[src/rtl/sd_card_cmd_responder.sv]
`default_nettype none
// ============================================================================
// Module      : sd_card_cmd_responder
// Description : Card-side SD CMD-line endpoint. Receives 48-bit host commands
//               on cmd_pin_in, validates transmission/end bits and CRC7,
//               reports good commands, then (optionally) returns an R1, R2
//               or R3 response on cmd_pin_out after NCR cycles.
// Ports       : clock       - sole clock, one CMD bit per rising edge
//               reset       - synchronous, active-high
//               cmd_pin_in  - host-driven CMD line (idles high)
//               cmd_pin_out - card-driven CMD bit (1 when not driving)
//               cmd_oe      - high while cmd_pin_out drives the line
//               cmd_valid   - one-cycle pulse, good command received
//               cmd_index   - index of the last good command
//               cmd_arg     - argument of the last good command
//               rsp_type    - 00 none, 01 R1, 10 R2, 11 R3 (sampled on cmd_valid)
//               rsp_data    - response payload (sampled on cmd_valid)
//               crc_err     - one-cycle pulse, command CRC7 mismatch
//               frame_err   - one-cycle pulse, transmission/end bit wrong
//               busy        - high in every state except IDLE
// Revision    : 1.0 - initial release
// ============================================================================
module sd_card_cmd_responder #(
    parameter int NCR = 2
) (
    input  logic         clock,
    input  logic         reset,
    input  logic         cmd_pin_in,
    output logic         cmd_pin_out,
    output logic         cmd_oe,
    output logic         cmd_valid,
    output logic [5:0]   cmd_index,
    output logic [31:0]  cmd_arg,
    input  logic [1:0]   rsp_type,
    input  logic [127:0] rsp_data,
    output logic         crc_err,
    output logic         frame_err,
    output logic         busy
);

    localparam logic [2:0] c_ST_IDLE  = 3'd0;
    localparam logic [2:0] c_ST_RX    = 3'd1;
    localparam logic [2:0] c_ST_CHECK = 3'd2;
    localparam logic [2:0] c_ST_WAIT  = 3'd3;
    localparam logic [2:0] c_ST_TX    = 3'd4;

    localparam int c_WAIT_W = (NCR > 2) ? $clog2(NCR) : 1;
    // CHECK is cycle t, WAIT spans t+1..t+NCR-1, TX starts at t+NCR.
    localparam logic [c_WAIT_W-1:0] c_WAIT_LOAD = c_WAIT_W'(NCR - 2);

    localparam logic [7:0] c_RX_LAST_IDX = 8'd46;
    localparam logic [7:0] c_TX_R1_IDX   = 8'd47;
    localparam logic [7:0] c_TX_R2_IDX   = 8'd135;
    localparam logic [7:0] c_CRC_LO_IDX  = 8'd8;
    localparam logic [7:0] c_R2_HDR_IDX  = 8'd127;

    logic [2:0]          r_state;
    logic [2:0]          w_state_nxt;
    logic [7:0]          r_bit_cnt;     // frame bit index currently on the line
    logic [45:0]         r_rx_shift;    // received frame bits [46:1]
    logic [6:0]          r_rx_crc;
    logic                r_cmd_valid;
    logic                r_crc_err;
    logic                r_frame_err;
    logic [5:0]          r_cmd_index;
    logic [31:0]         r_cmd_arg;
    logic [c_WAIT_W-1:0] r_wait_cnt;
    logic [127:0]        r_tx_shift;    // header + payload, MSB first
    logic [6:0]          r_tx_crc;
    logic                r_tx_r2;
    logic                r_tx_r3;
    logic                w_tx_bit;
    logic                w_rx_frame_bad;
    logic                w_rx_crc_bad;

    function automatic logic [6:0] f_crc7_next(input logic [6:0] crc, input logic din);
        logic fb;
        fb = crc[6] ^ din;
        return {crc[5:0], fb} ^ {3'b000, fb, 3'b000};
    endfunction

    // Evaluated in the final RX cycle: bit 46 sits in r_rx_shift[45], the
    // received CRC field [7:1] in r_rx_shift[6:0], the end bit is on the pin.
    assign w_rx_frame_bad = ~r_rx_shift[45] | ~cmd_pin_in;
    assign w_rx_crc_bad   = (r_rx_shift[6:0] != r_rx_crc);

    // ------------------------------------------------------------------
    // State register
    // ------------------------------------------------------------------
    always_ff @(posedge clock) begin
        if (reset) begin
            r_state <= c_ST_IDLE;
        end else begin
            r_state <= w_state_nxt;
        end
    end

    // ------------------------------------------------------------------
    // Next-state logic
    // ------------------------------------------------------------------
    always_comb begin
        w_state_nxt = r_state;
        case (r_state)
            c_ST_IDLE:  if (!cmd_pin_in) w_state_nxt = c_ST_RX;
            c_ST_RX:    if (r_bit_cnt == 8'd0) w_state_nxt = c_ST_CHECK;
            c_ST_CHECK: begin
                if (r_cmd_valid && (rsp_type != 2'b00)) w_state_nxt = c_ST_WAIT;
                else                                    w_state_nxt = c_ST_IDLE;
            end
            c_ST_WAIT:  if (r_wait_cnt == '0) w_state_nxt = c_ST_TX;
            c_ST_TX:    if (r_bit_cnt == 8'd0) w_state_nxt = c_ST_IDLE;
            default:    w_state_nxt = c_ST_IDLE;
        endcase
    end

    // ------------------------------------------------------------------
    // Output logic
    // ------------------------------------------------------------------
    always_comb begin
        if (r_bit_cnt >= c_CRC_LO_IDX)  w_tx_bit = r_tx_shift[127];
        else if (r_bit_cnt != 8'd0)     w_tx_bit = r_tx_r3 | r_tx_crc[6]; // R3 CRC field is all ones
        else                            w_tx_bit = 1'b1;                  // end bit

        cmd_oe      = (r_state == c_ST_TX);
        cmd_pin_out = (r_state == c_ST_TX) ? w_tx_bit : 1'b1;
        busy        = (r_state != c_ST_IDLE);
    end

    assign cmd_valid = r_cmd_valid;
    assign crc_err   = r_crc_err;
    assign frame_err = r_frame_err;
    assign cmd_index = r_cmd_index;
    assign cmd_arg   = r_cmd_arg;

    // ------------------------------------------------------------------
    // Datapath: receive shifter, CRC engines, result pulses, TX shifter
    // ------------------------------------------------------------------
    always_ff @(posedge clock) begin
        if (reset) begin
            r_bit_cnt   <= '0;
            r_rx_shift  <= '0;
            r_rx_crc    <= '0;
            r_cmd_valid <= 1'b0;
            r_crc_err   <= 1'b0;
            r_frame_err <= 1'b0;
            r_cmd_index <= '0;
            r_cmd_arg   <= '0;
            r_wait_cnt  <= '0;
            r_tx_shift  <= '0;
            r_tx_crc    <= '0;
            r_tx_r2     <= 1'b0;
            r_tx_r3     <= 1'b0;
        end else begin
            r_cmd_valid <= 1'b0;
            r_crc_err   <= 1'b0;
            r_frame_err <= 1'b0;
            case (r_state)
                c_ST_IDLE: begin
                    if (!cmd_pin_in) begin
                        // Start bit (frame bit 47) is 0, so with a zero seed it
                        // leaves the CRC unchanged and need not be shifted in.
                        r_rx_shift <= '0;
                        r_rx_crc   <= '0;
                        r_bit_cnt  <= c_RX_LAST_IDX;
                    end
                end
                c_ST_RX: begin
                    r_rx_shift <= {r_rx_shift[44:0], cmd_pin_in};
                    if (r_bit_cnt >= c_CRC_LO_IDX) begin
                        r_rx_crc <= f_crc7_next(r_rx_crc, cmd_pin_in);
                    end
                    if (r_bit_cnt == 8'd0) begin
                        // Results are registered so the pulses and the new
                        // index/argument all appear together in CHECK.
                        if (w_rx_frame_bad) begin
                            r_frame_err <= 1'b1;
                        end else if (w_rx_crc_bad) begin
                            r_crc_err <= 1'b1;
                        end else begin
                            r_cmd_valid <= 1'b1;
                            r_cmd_index <= r_rx_shift[44:39];
                            r_cmd_arg   <= r_rx_shift[38:7];
                        end
                    end else begin
                        r_bit_cnt <= r_bit_cnt - 8'd1;
                    end
                end
                c_ST_CHECK: begin
                    if (r_cmd_valid && (rsp_type != 2'b00)) begin
                        r_wait_cnt <= c_WAIT_LOAD;
                        r_tx_crc   <= '0;
                        r_tx_r2    <= (rsp_type == 2'b10);
                        r_tx_r3    <= (rsp_type == 2'b11);
                        if (rsp_type == 2'b10) begin
                            r_tx_shift <= {8'h3F, rsp_data[127:8]};
                            r_bit_cnt  <= c_TX_R2_IDX;
                        end else begin
                            r_tx_shift <= {2'b00,
                                           (rsp_type == 2'b11) ? 6'h3F : r_cmd_index,
                                           rsp_data[31:0], 88'd0};
                            r_bit_cnt  <= c_TX_R1_IDX;
                        end
                    end
                end
                c_ST_WAIT: begin
                    r_wait_cnt <= r_wait_cnt - 1'b1;
                end
                c_ST_TX: begin
                    if (r_bit_cnt >= c_CRC_LO_IDX) begin
                        r_tx_shift <= {r_tx_shift[126:0], 1'b0};
                        // R2 CRC excludes its 8-bit header.
                        if (!r_tx_r2 || (r_bit_cnt <= c_R2_HDR_IDX)) begin
                            r_tx_crc <= f_crc7_next(r_tx_crc, r_tx_shift[127]);
                        end
                    end else if (r_bit_cnt != 8'd0) begin
                        r_tx_crc <= {r_tx_crc[5:0], 1'b0};
                    end
                    if (r_bit_cnt != 8'd0) begin
                        r_bit_cnt <= r_bit_cnt - 8'd1;
                    end
                end
                default: begin
                end
            endcase
        end
    end

endmodule
`default_nettype wire

[config.mk]
export PLATFORM = sky130hd
export DESIGN_NAME = sd_card_cmd_responder
export DESIGN_NICKNAME = d
export VERILOG_FILES = /design/src/rtl/sd_card_cmd_responder.sv
export SDC_FILE = /design/constraint.sdc
export NUM_CORES = 1
export LEC_CHECK = 0
export ABC_AREA = 1
export CAP_MARGIN = 15
export CELL_PAD_IN_SITES_DETAIL_PLACEMENT = 1
export CELL_PAD_IN_SITES_GLOBAL_PLACEMENT = 1
export CORE_MARGIN = 3
export CORE_UTILIZATION = 43
export CTS_BUF_LIST = sky130_fd_sc_hd__clkbuf_4
export DETAILED_ROUTE_END_ITERATION = 7
export MAX_ROUTING_LAYER = met4
export PLACE_DENSITY_LB_ADDON = 0.1
export SLEW_MARGIN = 20
export SYNTH_ARGS = -nofsm -noshare
export SYNTH_HDL_FRONTEND = slang
export SYNTH_SLANG_ARGS = --single-unit
[constraint.sdc]
create_clock -name clock -period 4.34 [get_ports clock]
set_input_delay 0.868 -clock clock [delete_from_list [all_inputs] [get_ports clock]]
set_output_delay 0.868 -clock clock [all_outputs]
set_load 0.01 [all_outputs]
Word-level counts from Yosys, hierarchy flattened
Index checks and enable logic that the tools add are counted.
W data, S select, Z words.

operators by class
  add/subtract/negate cells = 2
  order comparisons = 2
  equality and inequality tests = 18
  multiplexer cells = 35
  bitwise operators = 12
  reduce and logical (&&, ||, !) cells = 23

operators by type and width
  kind                   number
  $mux W128              2
  $pmux W128 S2          1
  $mux W126              1
  $pmux W46 S2           1
  $mux W46               1
  $mux W7                6
  $mux W8                5
  $pmux W8 S4            1
  $pmux W7 S2            2
  $pmux W3 S5            1
  $xor A7 B4 Y7          2
  $mux W3                4
  $ne A2 B2 Y1 const B   6
  $reduce_and A4 Y1      3
  $ge A8 B4 Y1 const B   1
  $le A8 B7 Y1 const B   1
  $logic_not A8 Y1       1
  $reduce_bool A2 Y1     4
  $reduce_bool A8 Y1     1
  $sub A8 B1 Y8 const B  1
  $mux W1                7
  $ne A7 B7 Y1           1
  $eq A3 B2 Y1 const B   2
  $mux W6                1
  23 further kinds       36

storage, ports and cells
  register bits after elaboration = 243
  input port bits = 133
  output and inout bits = 44

Depth between registers and ports, before layout
  depth after elaboration = 5
  gate-level depth with buffers = 12
  depth with buffers taken out = 10

Least setup slack after synthesis
OpenSTA, ideal clock, no wires.

  kind = flip-flop to output port
  from = register r_bit_cnt[0]
  to = output port cmd_pin_out
  arrival = 1.118 ns
  path slack = 2.354 ns
  cell stages (with the launch flop) = 7
  buffers on the path = 0
  cell sequence = dfxtp_1 > inv_1 > ha_1 > nand2_1 > nor2_1 > nor3_1 > a21oi_1

between the ends
  cells in the longest elaborated chain, start to end = 4
  elaborated cells between the ends (all ways) = 5
  classes of those cells = order compare: 1; mux: 3; reduce/logical: 1

RTL lines
  element                                                               RTL line  RTL
  from (decl)                                                           59        logic [7:0] r_bit_cnt;
  from (signal assigned)                                                164       r_bit_cnt <= c_RX_LAST_IDX;
  from (signal assigned)                                                185       r_bit_cnt <= r_bit_cnt - 8'd1;
  from (signal assigned)                                                196       r_bit_cnt <= c_TX_R2_IDX;
  parallel branches: the longest is 2 deep, another holds $ge A8 B4 Y1  n/a
  $mux W1 (*)                                                           120       if (r_bit_cnt >= c_CRC_LO_IDX) w_tx_bit = r_tx_shift[127];
  $mux W1 (*)                                                           125       cmd_pin_out = (r_state == c_ST_TX) ? w_tx_bit : 1'b1;
  to (decl)                                                             29        output logic cmd_pin_out,

Every way passes the cells marked *.

Final worst setup path
Ends and elaborated chain as after synthesis.

==> flow_metrics.tcl <==
set metrics [dict create \
    status "completed" \
    hold_class "flip-flop to flip-flop" \
    worst_pin_slew_ns 1.03 \
    yosysWarnings 0 \
    nNetsFinal 2020 \
    clk_pin_slew_ns 0.06 \
    final_max_slew_viol_count 0 \
    end_kind "primary output" \
    wl_um 34900 \
    grt_usage 0.245 \
    core-area_mm2 0.0262 \
    cts_tree "done" \
    period_needed_ns 3.41 \
    final_layout_size_suffix_gt1_frac 0.0804 \
    p_sw_frac 0.338 \
    setup_violations 0 \
    synthXorXnorAreaFrac 0.00379 \
    critPathLaunch "r_bit_cnt[0]" \
    finalHoldViolCount 0 \
    dr.pass1.iters 4 \
    max_freq_ghz 0.293 \
    synth_area_mm2 0.0116 \
    viasPerCell 5.18 \
    ys_ff_latch 243 \
    die-width_um 170 \
    power_frac_clock 0.353 \
    total_power_uw 5810 \
    holdBufCountCts 0 \
    crit_cells 7 \
    grt_overflow_total 0 \
    gp_congestion 0.801 \
    synth_fa_ha_area_frac 0.00108 \
    maxCapViolCount 0 \
    ios 177 \
    cp_max_fo 5 \
    required_ns 3.47 \
    cts_setup_buffers 0 \
    die_y_um 170 \
    synth.area.top_cells "dfxtp_1 42%, nand2_1 14%, o21ai_0 9.4%" \
    synth_edf_count 0 \
    worstRegToRegCells 8 \
    power_leakage_uw 0.00578 \
    syn-num-nets 1879 \
    worst-path-buf-inv 2 \
    crit_slowest_cell "clkdlybuf4s50_1" \
    grt_pass1_wl_um 57800 \
    num_vias 11700 \
    post-route-period-util 0.786 \
    synth_compound_area_frac 0.176 \
    dieArea_mm2 0.0289 \
    drc 0 \
    crit_arrival_ns 2.54 \
    worstPathCellList "inv_1 > ha_1 > nand2_1 > nor2_1 > nor3_1 > a21oi_1 > clkdlybuf4s50_1" \
    crit_path_start_kind "flip-flop" \
    synth_flop_cell "dfxtp_1" \
    finalClockSkew_ns 0.0243 \
    h-tree-depth 3 \
    p_comb_frac 0.231 \
    ys_seq_area_frac 0.421 \
    yosysTopAreaCell "dfxtp_1" \
    cts_buffers 70 \
    reg2reg_slack_ns 1.35 \
    drtAntennaViolNets 0 \
    synthDistinctLibCells 32 \
    grt_pass1_vias 12000 \
    max-vdd-ir-drop_v 0.000294 \
    clk_path_buf_depth 3 \
    r2r-start "r_state[0]" \
    cts.repair.resized 0 \
    muxShareOfSynthArea 0 \
    syn_inst 1745 \
    cpPeakStageDelay_ns 0.57 \
    grt_max_degree 113 \
    setup.worst_path.class "flip-flop to primary output" \
    hpwl_um 21700 \
    synth_top_family_by_area "simple AND/OR/NAND/NOR gates" \
    num_rows 59 \
    clock_latency_ns 0.65 \
    rsz0062_at_grt "no" \
    regToRegEndpoint "r_tx_shift[81]" \
    io_buffers 176 \
    start_util 0.441 \
    syn_avg_cell_area_um2 6.63 \
    antenna_found_initial 1 \
    switchingPower_uw 1960 \
    power_frac_seq 0.416 \
    fin_setup_tns_ns 0 \
    crit_path_end "cmd_pin_out" \
    areaGrowthSynthToFinish_pct 22.4 \
    synthArstFlopShare 0 \
    critPathTopFamily "buffers and inverters" \
    synth_top_area_share 0.421 \
    synth-simple-area-share 0.280 \
    drt_iter0_drc 678 \
    cts_num_sinks 243 \
    cts_root_buf "clkbuf_4" \
    maxSlewHeadroom 0.316 \
    p_int_uw 3840 \
    power_density_mw_per_mm2 410 \
    route.detailed.wl_per_inst_um 15.4 \
]
==> cell type report <==
type	count	area [um2]
clock inverters	11	52.6
well taps	335	419
clock buffers	103	773
diodes	2	5.00
fillers	3528	12100
multi-input cells	1176	5360
repair buffers	194	1920
flip-flops and latches	243	4860
inverters	201	757
==> power by group through the flow <==
| stage | logic, uW | registers [uW] | clock network (uW) |
|---|---|---|---|
| after floorplan | 913 | 2440 | 0 |
| after global placement | 1310 | 2460 | 0 |
| after detailed placement | 1340 | 2460 | 0 |
| after CTS | 1350 | 2420 | 2140 |
| after global routing | 1500 | 2430 | 2260 |
| final | 1340 | 2420 | 2050 |
==> per-stage QoR <==
stage	utilization	hold slack (ns)	instance area, um2	setup WS [ns]	cells
after floorplan	-	0.434	11600	2.35	1745
after global placement	0.508	0.445	13300	1.14	2149
after detailed placement	0.508	0.454	13300	1.02	2149
after CTS	0.540	0.467	14100	0.840	2263
after global routing	0.540	0.488	14200	0.682	2265
final	0.540	0.460	14200	0.927	2265
==> cells in the mapped netlist, types with 2 or more instances <==
library cell  count
o21ai_1           5
buf_4             3
inv_1           196
a21oi_1         111
a22oi_1           2
nor2_1          231
dfxtp_1         243
a31oi_1          17
nor3_1            3
nand2_4           2
a211oi_2          2
buf_2            56
nand2_2           5
nand2_1         418
a211oi_1         28
o21bai_1          2
o21ai_0         217
nor2_4            4
nand3_1          78
clkbuf_1         57
inv_2             4
xnor2_1           4
nand4_1          38
buf_6             8
nor2_2            4
==> placed cells by master, fill, tap and decap left out, drive strengths merged <==
cell type / netlist / final
nand3: 80 / 80
nor3: 3 / 3
o21ai: 222 / 222
diode: 0 / 2
a22oi: 2 / 2
clkdlybuf4s50: 0 / 175
a211oi: 30 / 30
clkbuf: 57 / 103
a31oi: 17 / 17
clkinv: 1 / 6
o21bai: 2 / 2
nand4: 38 / 38
clkinvlp: 0 / 3
a21oi: 111 / 111
nand2: 425 / 425
nor2: 239 / 239
nor4: 1 / 1
ha: 1 / 1
buf: 68 / 19
xnor2: 4 / 4
xor2: 1 / 1
inv: 200 / 203
dfxtp: 243 / 243
==> cells by family (layout without fill, tap and decap cells) <==
group / Yosys count / after routing
buffers and inverters: 326 / 509
adder cells (fa/ha/maj): 1 / 1
AND/OR/NAND/NOR: 786 / 786
other: 0 / 2
flip-flops: 243 / 243
XOR/XNOR: 5 / 5
AO/OA/AOI/OAI: 384 / 384
==> tightest hold or removal path, stage by stage (launching register included) <==
cell and delay, ns:
dfxtp_1 0.30, inv_1 0.06, a211oi_1 0.06
==> registers in the layout, indices dropped and copies added (netlist names), 3 cells and up <==
signal      count
r_tx_shift    128
r_rx_shift     46
cmd_arg        32
r_bit_cnt       8
r_rx_crc        7
r_tx_crc        7
cmd_index       6
r_state         3
==> how the worst min path moves through the flow <==
stage                   start              to  slack, ns  cells after the start
3_3_place_gp   r_tx_shift[43]  r_tx_shift[43]       0.45                      2
4_1_cts        r_rx_shift[13]  r_rx_shift[14]       0.47                      2
2_1_floorplan  r_tx_shift[39]  r_tx_shift[39]       0.43                      2
6_report       r_tx_shift[78]  r_tx_shift[78]       0.46                      2
3_5_place_dp   r_tx_shift[78]  r_tx_shift[78]       0.45                      2
5_1_grt        r_tx_shift[68]  r_tx_shift[68]       0.49                      2
==> metal layers <==
metal / track usage / up-vias / routed length, um
met5: - / - / 0
met4: 0.0688 / 0 / 442
met3: 0.0458 / 32 / 1590
met2: 0.415 / 223 / 17000
met1: 0.301 / 5601 / 15900
li1: - / 5878 / -
Power figures use the tool's default switching activity.
